## config.mk

```make
export PLATFORM = sky130hd
export DESIGN_NAME = mult_div_seq
export DESIGN_NICKNAME = d
export VERILOG_FILES = /design/src/rtl/mult_div_seq.sv
export SDC_FILE = /design/constraint.sdc
export NUM_CORES = 1
export LEC_CHECK = 0
export CORE_ASPECT_RATIO = 1.4
export CORE_UTILIZATION = 64
export CTS_CLUSTER_DIAMETER = 50
export DETAILED_ROUTE_END_ITERATION = 7
export PLACE_DENSITY = 0.95
export SLEW_MARGIN = 20
export SYNTH_ARGS = -nofsm -noshare
export SYNTH_HDL_FRONTEND = slang
export SYNTH_SLANG_ARGS = --single-unit
```

## constraint.sdc

```tcl
create_clock -name clock -period 14.8 [get_ports clock]
set_input_delay 1.48 -clock clock [delete_from_list [all_inputs] [get_ports clock]]
set_output_delay 1.48 -clock clock [all_outputs]
set_load 0.05 [all_outputs]
```

## src/rtl/mult_div_seq.sv

```systemverilog
// Sequential multiply/divide unit: one shift-add (multiply) or
// restoring-subtract (divide) step per clock, start/busy/done handshake.
//
//   state    | meaning
//   ---------+------------------------------------------------------------
//   S_IDLE   | waiting for start; operands and signs latched on accept
//   S_RUN    | one iteration per clock, counter 0..WIDTH-1
//   S_FINISH | sign correction, hi/lo write-back, done (and zero-divide)
module mult_div_seq #(
    parameter int WIDTH = 32
) (
    input  logic             clock,
    input  logic             reset,
    input  logic             start,
    input  logic [1:0]       op,
    input  logic [WIDTH-1:0] a,
    input  logic [WIDTH-1:0] b,
    output logic [WIDTH-1:0] hi,
    output logic [WIDTH-1:0] lo,
    output logic             busy,
    output logic             done,
    output logic             div_by_zero
);

    localparam int CW = $clog2(WIDTH);
    localparam logic [CW-1:0] LAST = CW'(WIDTH - 1);

    typedef enum logic [1:0] {
        S_IDLE   = 2'd0,
        S_RUN    = 2'd1,
        S_FINISH = 2'd2
    } state_t;

    state_t             state;
    logic [CW-1:0]      count;
    logic               is_div;
    logic               neg_res;
    logic               neg_rem;
    logic               dz_q;
    // Multiplicand for MULT/MULTU, divisor magnitude for DIV/DIVU.
    logic [WIDTH-1:0]   opnd;
    // Multiply: {upper, lower} accumulator. Divide: {remainder, quotient}.
    logic [2*WIDTH-1:0] acc;

    logic               signed_op;
    logic [WIDTH-1:0]   mag_a;
    logic [WIDTH-1:0]   mag_b;
    logic [WIDTH:0]     mul_sum;
    logic [WIDTH:0]     div_trial;
    logic [2*WIDTH-1:0] prod_fix;
    logic [WIDTH-1:0]   quo_fix;
    logic [WIDTH-1:0]   rem_fix;

    // Operand magnitudes, per-iteration adder/subtractor, and final sign fix-up.
    always_comb begin
        signed_op = ~op[0];
        mag_a     = (signed_op && a[WIDTH-1]) ? (~a + 1'b1) : a;
        mag_b     = (signed_op && b[WIDTH-1]) ? (~b + 1'b1) : b;
        mul_sum   = {1'b0, acc[2*WIDTH-1:WIDTH]} + {1'b0, opnd};
        // Remainder shifted left by one can need WIDTH+1 bits before the trial subtract.
        div_trial = {acc[2*WIDTH-1:WIDTH], acc[WIDTH-1]} - {1'b0, opnd};
        prod_fix  = neg_res ? (~acc + 1'b1) : acc;
        quo_fix   = neg_res ? (~acc[WIDTH-1:0] + 1'b1) : acc[WIDTH-1:0];
        rem_fix   = neg_rem ? (~acc[2*WIDTH-1:WIDTH] + 1'b1) : acc[2*WIDTH-1:WIDTH];
    end

    // Control FSM with datapath registers and registered outputs.
    always_ff @(posedge clock or posedge reset) begin
        if (reset) begin
            state       <= S_IDLE;
            count       <= '0;
            is_div      <= 1'b0;
            neg_res     <= 1'b0;
            neg_rem     <= 1'b0;
            dz_q        <= 1'b0;
            opnd        <= '0;
            acc         <= '0;
            hi          <= '0;
            lo          <= '0;
            busy        <= 1'b0;
            done        <= 1'b0;
            div_by_zero <= 1'b0;
        end else begin
            done        <= 1'b0;
            div_by_zero <= 1'b0;
            case (state)
                S_IDLE: begin
                    if (start) begin
                        is_div  <= op[1];
                        neg_res <= signed_op && (a[WIDTH-1] ^ b[WIDTH-1]);
                        neg_rem <= signed_op && a[WIDTH-1];
                        count   <= '0;
                        busy    <= 1'b1;
                        if (op[1]) begin
                            opnd <= mag_b;
                            acc  <= {{WIDTH{1'b0}}, mag_a};
                        end else begin
                            opnd <= mag_a;
                            acc  <= {{WIDTH{1'b0}}, mag_b};
                        end
                        if (op[1] && (b == '0)) begin
                            dz_q  <= 1'b1;
                            state <= S_FINISH;
                        end else begin
                            dz_q  <= 1'b0;
                            state <= S_RUN;
                        end
                    end
                end
                S_RUN: begin
                    if (is_div) begin
                        if (!div_trial[WIDTH])
                            acc <= {div_trial[WIDTH-1:0], acc[WIDTH-2:0], 1'b1};
                        else
                            acc <= {acc[2*WIDTH-2:0], 1'b0};
                    end else begin
                        if (acc[0])
                            acc <= {mul_sum, acc[WIDTH-1:1]};
                        else
                            acc <= {1'b0, acc[2*WIDTH-1:1]};
                    end
                    count <= count + 1'b1;
                    if (count == LAST)
                        state <= S_FINISH;
                end
                S_FINISH: begin
                    // A zero divide leaves hi/lo holding the previous result.
                    if (!dz_q) begin
                        if (is_div) begin
                            hi <= rem_fix;
                            lo <= quo_fix;
                        end else begin
                            hi <= prod_fix[2*WIDTH-1:WIDTH];
                            lo <= prod_fix[WIDTH-1:0];
                        end
                    end
                    div_by_zero <= dz_q;
                    done        <= 1'b1;
                    busy        <= 1'b0;
                    count       <= '0;
                    state       <= S_IDLE;
                end
                default: begin
                    busy  <= 1'b0;
                    state <= S_IDLE;
                end
            endcase
        end
    end

endmodule

```

==> results of run 1 <==
-- stage by stage --
step | worst slack [ps] | cells
2_1_floorplan | 8603 | 1790
3_3_place_gp | 9898 | 2125
3_5_place_dp | 9774 | 2125
4_1_cts | 10160 | 2157
5_1_grt | 9870 | 2157
6_report | 10040 | 2158
-- power by group --
group	total [W]	switching, W	leakage (nW)	internal, W
Sequential	0.000985	0.000351	2.12	0.000634
Combinational	0.00269	0.00155	4.67	0.00114
Clock	0.000450	0.000215	0.269	0.000235
Total	0.00412	0.00211	7.05	0.00201
-- worst register-to-register path, cell delays in order (launching register included) --
cell and delay [ps]:
dfrtp_1 500, inv_1 200, ha_1 270, fa_1 420, nand2b_1 200, a21oi_1 320, o21bai_1 190, a21oi_1 400
a211oi_1 270, or4b_1 590, nand3_2 90, buf_4 500, nor2b_1 110, a311o_1 350, a32o_1 260
-- kinds of logic after synthesis --
| logic type | count (synthesis) | share of synthesized area (%) |
|---|---|---|
| buf+inv | 170 | 4.536 |
| compound gates | 568 | 24.13 |
| flops | 174 | 30.12 |
| fa+ha+maj | 72 | 6.336 |
| simple gates | 526 | 16.77 |
| mux | 106 | 7.505 |
| xor+xnor | 174 | 10.59 |
-- cell type report --
| class | instances | area, sq um | area share [%] |
|---|---|---|---|
| inverters | 59 | 229.0 | 1.392 |
| well taps | 297 | 371.6 | 2.259 |
| repair buffers | 149 | 1451 | 8.824 |
| clock inverters | 14 | 135.1 | 0.8215 |
| multi-input cells | 1446 | 9474 | 57.60 |
| clock buffers | 18 | 429.2 | 2.609 |
| diodes | 1 | 2.502 | 0.01521 |
| flip-flops and latches | 174 | 4355 | 26.48 |
-- flip-flops by register name, indices dropped and copies added (netlist names) --
| signal | flops |
|---|---|
| div_by_zero | 1 |
| state | 2 |
| dz_q | 1 |
| count | 5 |
| is_div | 1 |
| busy | 1 |
| opnd | 32 |
| neg_rem | 1 |
| lo | 32 |
| acc | 64 |
| hi | 32 |
| done | 1 |
| neg_res | 1 |
-- metal layers --
metal / vias up / global-route usage (%)
met5: - / 0
met4: 0 / 31.44
met3: 239 / 7.173
met2: 819 / 64.13
met1: 6749 / 45.99
li1: 6505 / -
-- path summary, 6_finish.rpt --
kind                       slack [ps]    start  depth (start not counted)  endpoint
max                             10040  acc[31]                         14   acc[58]
max in group asynchronous       11780    reset                          3    is_div
min                               480   hi[22]                          2    hi[22]
min reg2reg                       480   hi[22]                          2    hi[22]
max reg2reg                     10040  acc[31]                         14   acc[58]
min in group asynchronous        1580    reset                          2    hi[23]
-- cell usage in the layout (no fill, tap or decap), drive strengths merged, types with 5 or more instances in the layout --
cell / count
and2: 5
o221ai: 21
o41ai: 11
nor2: 125
and3: 10
xnor2: 87
clkinv: 6
clkdlybuf4s50: 134
a31oi: 19
inv: 63
a22o: 6
o31ai: 25
nand2: 227
mux2i: 87
xor2: 87
nand3: 22
nor4: 17
nand2b: 17
clkbuf: 18
or3: 20
o21bai: 8
a21o: 40
o211ai: 10
dfrtp: 174
o21ai: 212
nor3: 22
or4: 9
a211oi: 18
o21a: 8
nor2b: 29
mux2: 19
a31o: 5
a21oi: 147
or2: 5
buf: 15
ha: 70
==> key figures, run 1 <==
Outcome
  • Status: completed

Route
  • Antenna-violating nets left: 0
  • Vias per cell: 6.632
  • Met3 wire len: 3778 um
  • Via Count: 14,312
  • Top routing layer used: met4
  • First-pass DRT Iterations: 6
  • Routed wire length: 45,360 um
  • DR DRC count: 0
  • Routed WL per cell: 21.02 um
  • M1 wire length: 16,140 um
  • DR WL met2: 21,530 um
  • Initial DRC count: 1,561

Floorplan
  • Die height: 179.8 um
  • Num rows: 64
  • Die area: 23,200 sq um
  • Core area: 22,020 sq um
  • I/O pin count: 136
  • Die X: 129.0 um
  • Initial Util: 65.64%

Final layout
  • Design area: 16,450 sq um
  • Fillers: 1,602
  • Layout cell share with drive strength beyond 1: 5.108%
  • Fin nets: 1,988
  • Core Util, Final: 74.69%
  • Layout Area Growth over Synthesis: 13.79%

Worst setup path
  • Crit Path Class: flop to flop
  • Worst Setup End Kind: flop
  • Worst setup SP type: flop
  • CP arrival: 5100 ps
  • Worst path buffer plus inverter count: 2
  • Family with the most delay on the worst path: compound AO/OA/AOI/OAI gates
  • CP max-delay cell: or4b_1
  • Worst-path maximum fanout: 42
  • Critical Path Max Stage Delay: 590 ps
  • Critical path required time: 15,140 ps
  • Crit-path cells: inv_1, ha_1, fa_1, nand2b_1, a21oi_1, o21bai_1, a21oi_1, a211oi_1, or4b_1, nand3_2, buf_4, nor2b_1, a311o_1, a32o_1
  • Most frequent CP cell: a21oi_1

Power
  • Peak supply drop: 0.1834 mV
  • Final Power: 0.004120 W
  • P_leak: 7.054 nW
  • PD cells: 250.5 nW/um^2

Clock tree
  • Clock H-tree levels: 4
  • CTS root buf: clkbuf_16
  • Clk_lat worst skew: 450 ps
  • Hold_buf cts: 0
  • Inserted Clock Buffers: 17
  • TritonCTS clock tree: done
  • Clk buf depth: 2
  • Clk pin slew, worst setup/hold paths: 70 ps
  • Post-CTS setup repair buffer count: 0
  • Clk sinks: 174
  • Post-cts resize count: 0

STA
  • Finish-stage setup viols: 0
  • Post-route minimum period: 4763 ps
  • RSZ-0062 raised after global routing: no
  • Final Max Tran Viols: 0
  • Slew HR: 21.16%
  • TNS Setup: 0 ps
  • Final period util: 32.19%
  • Tightest Pin Transition: 1172 ps
  • Clock skew: 7.056 ps
  • Final Hold Vio Count: 0
  • Fmax: 0.2099 GHz
  • Hold_ws: 480.8 ps

Placed design
  • Dpl hpwl: 32,570 um
  • Gpl congestion: 1.004
  • Placed instance area: 15,880 sq um
  • Port Buffer Count: 135

Global routing
  • Overall Global Routing Usage: 39.73%
  • First-pass GRT wire length: 71,500 um
  • Antenna violations before repair: 1
  • Vias in the first global route: 13,914
  • GR Overflow Total: 0
  • Largest net degree at the start of global routing: 119

Synth
  • Ys Warns: 0
  • Most used DFF post-synth: dfrtp_1
  • Seq cells post-synth: 174
  • Yosys cell types: 80
  • Average cell area after synthesis: 8.075 sq um
  • Synth area leaders: dfrtp_1 30%, ha_1 6.1%, mux2i_1 6.0%, o21ai_0 6.0%, nand2_1 5.9%
  • Number of synthesized flops with an enable pin: 0
  • Syn Inst Count: 1,790
  • Most common cell in the netlist: nand2_1
  • Share of the synthesized area in the top cell type: 30.12%
  • Area leader, netlist: dfrtp_1
  • Syn Nets: 1,931
  • FFs w/ async S/R, synth: 100.0%
  • Cell area after synthesis: 14,460 sq um
  • Synth top cells by count: 226 x nand2_1, 174 x dfrtp_1, 174 x o21ai_0
  • Register area share after synthesis: 30.12%

Run
  • MaxCap Viol Count: 0

Hold path
  • Hold Path Class: flop to flop
Note: power is estimated with default switching activity, not from simulation.
==> inputs of run 2 (changes only) <==
Settings changed: CORE_UTILIZATION 64 to 54, PLACE_DENSITY 0.95 to 0.91.
Clock period 14.8 ns to 4 ns, I/O delays scaled along.
==> key figures, run 2 (same netlist as run 1, synthesis figures left out) <==
Final layout
  • Most frequent cells in the layout: 226 x nand2_1, 174 x o21ai_0, 173 x dfrtp_1, 146 x a21oi_1, 134 x clkdlybuf4s50_1
  • Fin nets: 2,023 (+1.8%)
  • Reg with most FFs: acc
  • Inserted Diodes: 0 (-1)
  • Commonest non-fill, non-tap cell in the layout: nand2_1
  • Layout cell share with drive strength beyond 1: 6.807% (+1.7 points)
  • Max reg flops: 64 (unchanged)
  • Core Util, Final: 63.95% (-11 points)
  • Layout Area Growth over Synthesis: 15.85%
  • Fillers: 2,102 (+31%)

Worst setup path
  • Worst-path maximum fanout: 32 (-24%)
  • Family with the most delay on the worst path: compound AO/OA/AOI/OAI gates
  • Crit-path cells: inv_1, ha_1, fa_1, nand2b_1, a21oi_1, o21bai_1, a21oi_1, a211oi_1, or4b_1, nand3_2, buf_12, mux2i_1, a21oi_1, a22o_1
  • Most frequent CP cell: a21oi_1
  • Worst setup SP type: flop
  • Worst path buffer plus inverter count: 2 (unchanged)
  • Critical path required time: 4340 ps (-10,800 ps)
  • Worst Setup End Kind: flop
  • CP arrival: 4120 ps (-980 ps)
  • CP max-delay cell: or4b_1
  • Critical Path Max Stage Delay: 560 ps (-30 ps)
  • Crit Path Class: flop to flop

STA
  • Fmax: 0.2642 GHz (+26%)
  • RSZ-0062 raised after global routing: no
  • TNS Setup: 0 ps (unchanged)
  • Min setup slack post-route: 214.9 ps (-9822 ps)
  • Final Hold Vio Count: 0 (unchanged)
  • Clock skew: 9.810 ps (+2.754 ps)
  • Final period util: 94.63% (+62 points)
  • Finish-stage setup viols: 0 (unchanged)
  • Final Max Tran Viols: 0 (unchanged)
  • Tightest Pin Transition: 980.9 ps (-191.0 ps)
  • Post-route minimum period: 3785 ps (-978.3 ps)
  • Hold_ws: 181.8 ps (-298.9 ps)
  • Slew HR: 34.45% (+13 points)

Clock tree
  • Clock H-tree levels: 4 (unchanged)
  • Post-cts resize count: 0 (unchanged)
  • Clk buf depth: 2 (unchanged)
  • Clk sinks: 174 (unchanged)
  • CTS root buf: clkbuf_16
  • Hold_buf cts: 0 (unchanged)
  • Clk pin slew, worst setup/hold paths: 70 ps (about the same)
  • Clk_lat worst skew: 450 ps (about the same)
  • TritonCTS clock tree: done
  • Post-CTS setup repair buffer count: 0 (unchanged)
  • Inserted Clock Buffers: 17 (unchanged)

Route
  • Antenna-violating nets left: 0 (unchanged)
  • First-pass DRT Iterations: 5 (-1)
  • Via Count: 13,894 (-2.9%)
  • Vias per cell: 6.261 (-5.6%)
  • Routed wire length: 44,240 um (-2.5%)
  • DR DRC count: 0 (unchanged)
  • Routed WL per cell: 19.93 um (-5.2%)
  • Initial DRC count: 1,304 (-16%)

Placed design
  • Dpl hpwl: 33,820 um (+3.8%)
  • Port Buffer Count: 135 (unchanged)
  • Pre-CTS WS: 297.8 ps (-9476 ps)
  • Gpl congestion: 1.001 (-0.29%)

Power
  • PD cells: 919.4 nW/um^2 (+270%)
  • P_leak: 7.226 nW (+2.4%)
  • Peak supply drop: 0.5945 mV (+220%)
  • Final Power: 0.01540 W (+270%)

Floorplan
  • Num rows: 70 (+9.4%)
  • Die X: 140.3 um (+8.7%)
  • Die area: 27,440 sq um (+18%)
  • Initial Util: 55.20% (-10 points)
  • I/O pin count: 136 (unchanged)
  • Die height: 195.6 um (+8.8%)
  • Core area: 26,190 sq um (+19%)

Outcome
  • Status: completed

Global routing
  • Largest net degree at the start of global routing: 124 (+4.2%)
  • Vias in the first global route: 13,446 (-3.4%)
  • Overall Global Routing Usage: 32.85% (-6.9 points)
  • Antenna violations before repair: 0 (-1)
  • First-pass GRT wire length: 70,120 um (-1.9%)
  • GR Overflow Total: 0 (unchanged)

Hold path
  • Hold Path Class: input port to async pin

Run
  • MaxCap Viol Count: 0 (unchanged)
[run 2: worst register-to-register path, cell delays in order (launching register included)]
cell,delay (ps)
dfrtp_1,390
inv_1,100
ha_1,220
fa_1,430
nand2b_1,200
a21oi_1,200
o21bai_1,140
a21oi_1,380
a211oi_1,160
or4b_1,560
nand3_2,140
buf_12,230
mux2i_1,230
a21oi_1,80
a22o_1,220
[run 2: power breakdown]
| part | internal (W) | switching (W) | leakage (nW) |
|---|---|---|---|
| combinational | 0.00447 | 0.00607 | 4.84 |
| clock | 0.000827 | 0.000775 | 0.266 |
| sequential | 0.00235 | 0.000897 | 2.12 |
[run 2: cell type report]
cell class	count	area, sq um	area share, %
flip-flops and latches	174	4355	26.01
clock buffers	20	446.7	2.667
multi-input cells	1446	9474	56.57
repair buffers	184	1739	10.39
inverters	59	225.2	1.345
well taps	324	405.4	2.421
clock inverters	12	100.1	0.5977
[run 2: stage by stage]
| step | cells | area, sq um |
|---|---|---|
| 6_report | 2219 | 16750 |
| 5_1_grt | 2219 | 16750 |
| 4_1_cts | 2219 | 16750 |
| 3_5_place_dp | 2187 | 16200 |
| 3_3_place_gp | 2187 | 16200 |
| 2_1_floorplan | 1790 | 14460 |
[run 2: metal layers]
metal | up-vias | track usage (%) | share of wire (%)
li1 | 6593 | - | -
met1 | 6544 | 39.15 | 39
met2 | 597 | 54.56 | 48
met3 | 160 | 4.022 | 5.6
met4 | 0 | 24.09 | 7.7
met5 | - | 0 | 0
[run 2: path summary, 6_finish.rpt]
kind	from	to	slack [ps]	depth (start not counted)
worst min register to register	hi[10]	hi[10]	480	2
max in group asynchronous	reset	is_div	2920	3
worst max-delay path	acc[31]	acc[49]	210	14
worst max register to register	acc[31]	acc[49]	210	14
worst min-delay path	reset	hi[21]	180	2
min in group clock	hi[10]	hi[10]	480	2
==> inputs of run 3 (changes only) <==
Settings changed: CORE_UTILIZATION 54 to 40, MAX_ROUTING_LAYER from default to met4, PLACE_DENSITY 0.91 to 0.73.
==> key figures, run 3 (same netlist as run 1, synthesis figures left out) <==
Outcome
  • Status: completed

Worst setup path
  • Worst Setup End Kind: flop
  • Most frequent CP cell: a21oi_2
  • Worst path buffer plus inverter count: 2 (unchanged)
  • Crit-path cells: inv_1, ha_1, fa_1, nand2b_1, a21oi_2, o21bai_1, a21oi_2, a211oi_1, or4b_1, nand3_2, buf_12, mux2i_1, a21oi_1, a22o_1
  • CP max-delay cell: or4b_1
  • Worst-path maximum fanout: 32 (unchanged)
  • Worst setup SP type: flop
  • Critical path required time: 4340 ps (about the same)
  • CP arrival: 4070 ps (-50 ps)
  • Family with the most delay on the worst path: compound AO/OA/AOI/OAI gates
  • Critical Path Max Stage Delay: 550 ps (about the same)
  • Crit Path Class: flop to flop

Final layout
  • Max reg flops: 64 (unchanged)
  • Fin nets: 2,032 (+0.44%)
  • Most frequent cells in the layout: 226 x nand2_1, 174 x o21ai_0, 173 x dfrtp_1, 144 x a21oi_1, 134 x clkdlybuf4s50_1
  • Core Util, Final: 47.85% (-16 points)
  • Inserted Diodes: 0 (unchanged)
  • Layout Area Growth over Synthesis: 18.19%
  • Layout cell share with drive strength beyond 1: 7.405% (+0.60 points)
  • Fillers: 3,491 (+66%)
  • Reg with most FFs: acc
  • Commonest non-fill, non-tap cell in the layout: nand2_1

Clock tree
  • Clk sinks: 174 (unchanged)
  • TritonCTS clock tree: done
  • CTS root buf: clkbuf_16
  • Inserted Clock Buffers: 17 (unchanged)
  • Clock H-tree levels: 4 (unchanged)
  • Clk buf depth: 2 (unchanged)
  • Clk_lat worst skew: 460 ps (about the same)
  • Clk pin slew, worst setup/hold paths: 70 ps (about the same)
  • Hold_buf cts: 0 (unchanged)

Hold path
  • Hold Path Class: flop to flop

Run
  • MaxCap Viol Count: 0 (unchanged)

Route
  • Via Count: 13,634 (-1.9%)
  • Met3 wire len: 1867 um (-25%)
  • Routed wire length: 45,720 um (+3.4%)
  • Top routing layer used: met4
  • First-pass DRT Iterations: 7 (+2)
  • DR DRC count: 0 (unchanged)
  • M1 wire length: 17,810 um (+4.4%)
  • Routed WL per cell: 19.33 um (-3.1%)
  • Vias per cell: 5.762 (-8.0%)
  • DR WL met2: 22,660 um (+6.4%)
  • Antenna-violating nets left: 0 (unchanged)
  • Initial DRC count: 970 (-26%)

Floorplan
  • Die X: 162.7 um (+16%)
  • Core area: 35,700 sq um (+36%)
  • Initial Util: 40.49% (-15 points)
  • I/O pin count: 136 (unchanged)
  • Num rows: 82 (+17%)
  • Die height: 226.9 um (+16%)
  • Die area: 36,910 sq um (+35%)

Placed design
  • Gpl congestion: 0.9729 (-2.8%)
  • Port Buffer Count: 135 (unchanged)
  • Dpl hpwl: 35,630 um (+5.4%)

STA
  • TNS Setup: 0 ps (unchanged)
  • Final period util: 93.32% (-1.3 points)
  • RSZ-0062 raised after global routing: no
  • Slew HR: 34.74% (+0.29 points)
  • Clock skew: 17.17 ps (+7.364 ps)
  • Fmax: 0.2679 GHz (+1.4%)
  • Post-route minimum period: 3733 ps (-52.37 ps)
  • Final Hold Vio Count: 0 (unchanged)
  • Finish-stage setup viols: 0 (unchanged)
  • Tightest Pin Transition: 978.9 ps (-1.984 ps)
  • Final Max Tran Viols: 0 (unchanged)

Global routing
  • Vias in the first global route: 13,546 (+0.74%)
  • Overall Global Routing Usage: 26.17% (-6.7 points)
  • GR Overflow Total: 0 (unchanged)
  • Largest net degree at the start of global routing: 129 (+4.0%)
  • First-pass GRT wire length: 72,750 um (+3.7%)
  • Antenna violations before repair: 0 (unchanged)

Power
  • P_leak: 7.309 nW (+1.1%)
  • PD cells: 906.4 nW/um^2 (-1.4%)
  • Peak supply drop: 0.5347 mV (-10%)
[run 3: changes by cell type in the layout (fill, tap and decap cells not counted), sizes merged]
| cell | delta |
|---|---|
| buf | +9 |
| bufinv | +1 |
| clkbuf | -1 |
[run 3: worst paths after layout]
kind / startpoint / end / slack, ps / cells past startpoint
setup reg to reg: acc[31] / acc[56] / 270 / 14
min in group asynchronous: reset / hi[17] / 500 / 2
setup / recovery: acc[31] / acc[56] / 270 / 14
max in group asynchronous: reset / acc[20] / 2730 / 3
hold reg to reg: hi[4] / hi[4] / 480 / 2
hold / removal: hi[4] / hi[4] / 480 / 2
[run 3: worst min-delay path, cell delays in order, from the launching register on]
cell	delay, ps
dfrtp_1	340
nand2_1	50
o21ai_0	60
[run 3: power by group]
part	switching (W)	total (W)	leakage [nW]	internal [W]
logic	0.00607	0.0106	4.90	0.00452
clock network	0.000804	0.00171	0.286	0.000902
registers	0.000839	0.00319	2.12	0.00235
[run 3: final cells by class]
class | count | area, sq um | share of cell area, %
sequential | 174 | 4355 | 25.49
multi-input combinational | 1446 | 9482 | 55.50
tap | 462 | 578.1 | 3.384
inverter | 59 | 225.2 | 1.318
timing repair buffer | 193 | 1852 | 10.84
clock buffer | 19 | 442.9 | 2.593
clock inverter | 13 | 148.9 | 0.8715
[run 3: metrics by stage]
step / total power [W] / instances / setup slack, ps / hold WS, ps / instance area (sq um)
6_report: 0.01548 / 2366 / 267.2 / 483.0 / 17080
5_1_grt: 0.01671 / 2366 / 76.32 / 510.0 / 17080
4_1_cts: 0.01540 / 2365 / 123.5 / 486.2 / 17050
3_5_place_dp: 0.01362 / 2333 / 162.8 / 470.1 / 16460
3_3_place_gp: 0.01341 / 2333 / 247.2 / 464.6 / 16460
2_1_floorplan: 0.01078 / 1790 / 599.4 / 461.5 / 14460
[run 3: timing repair]
| action | in CTS | in global routing |
|---|---|---|
| setup buffers | 0 | 0 |
| endpoints found under the hold margin | 0 | 0 |
| setup endpoints to repair | 0 | 7 |
| resized for setup | 0 | 2 |
[run 3: routing by layer]
metal  GRT usage, %  vias up
met2          44.47      436
met3          2.988      138
met4          18.21        0
met1          28.58     6452
met5              -        -
li1               -     6608
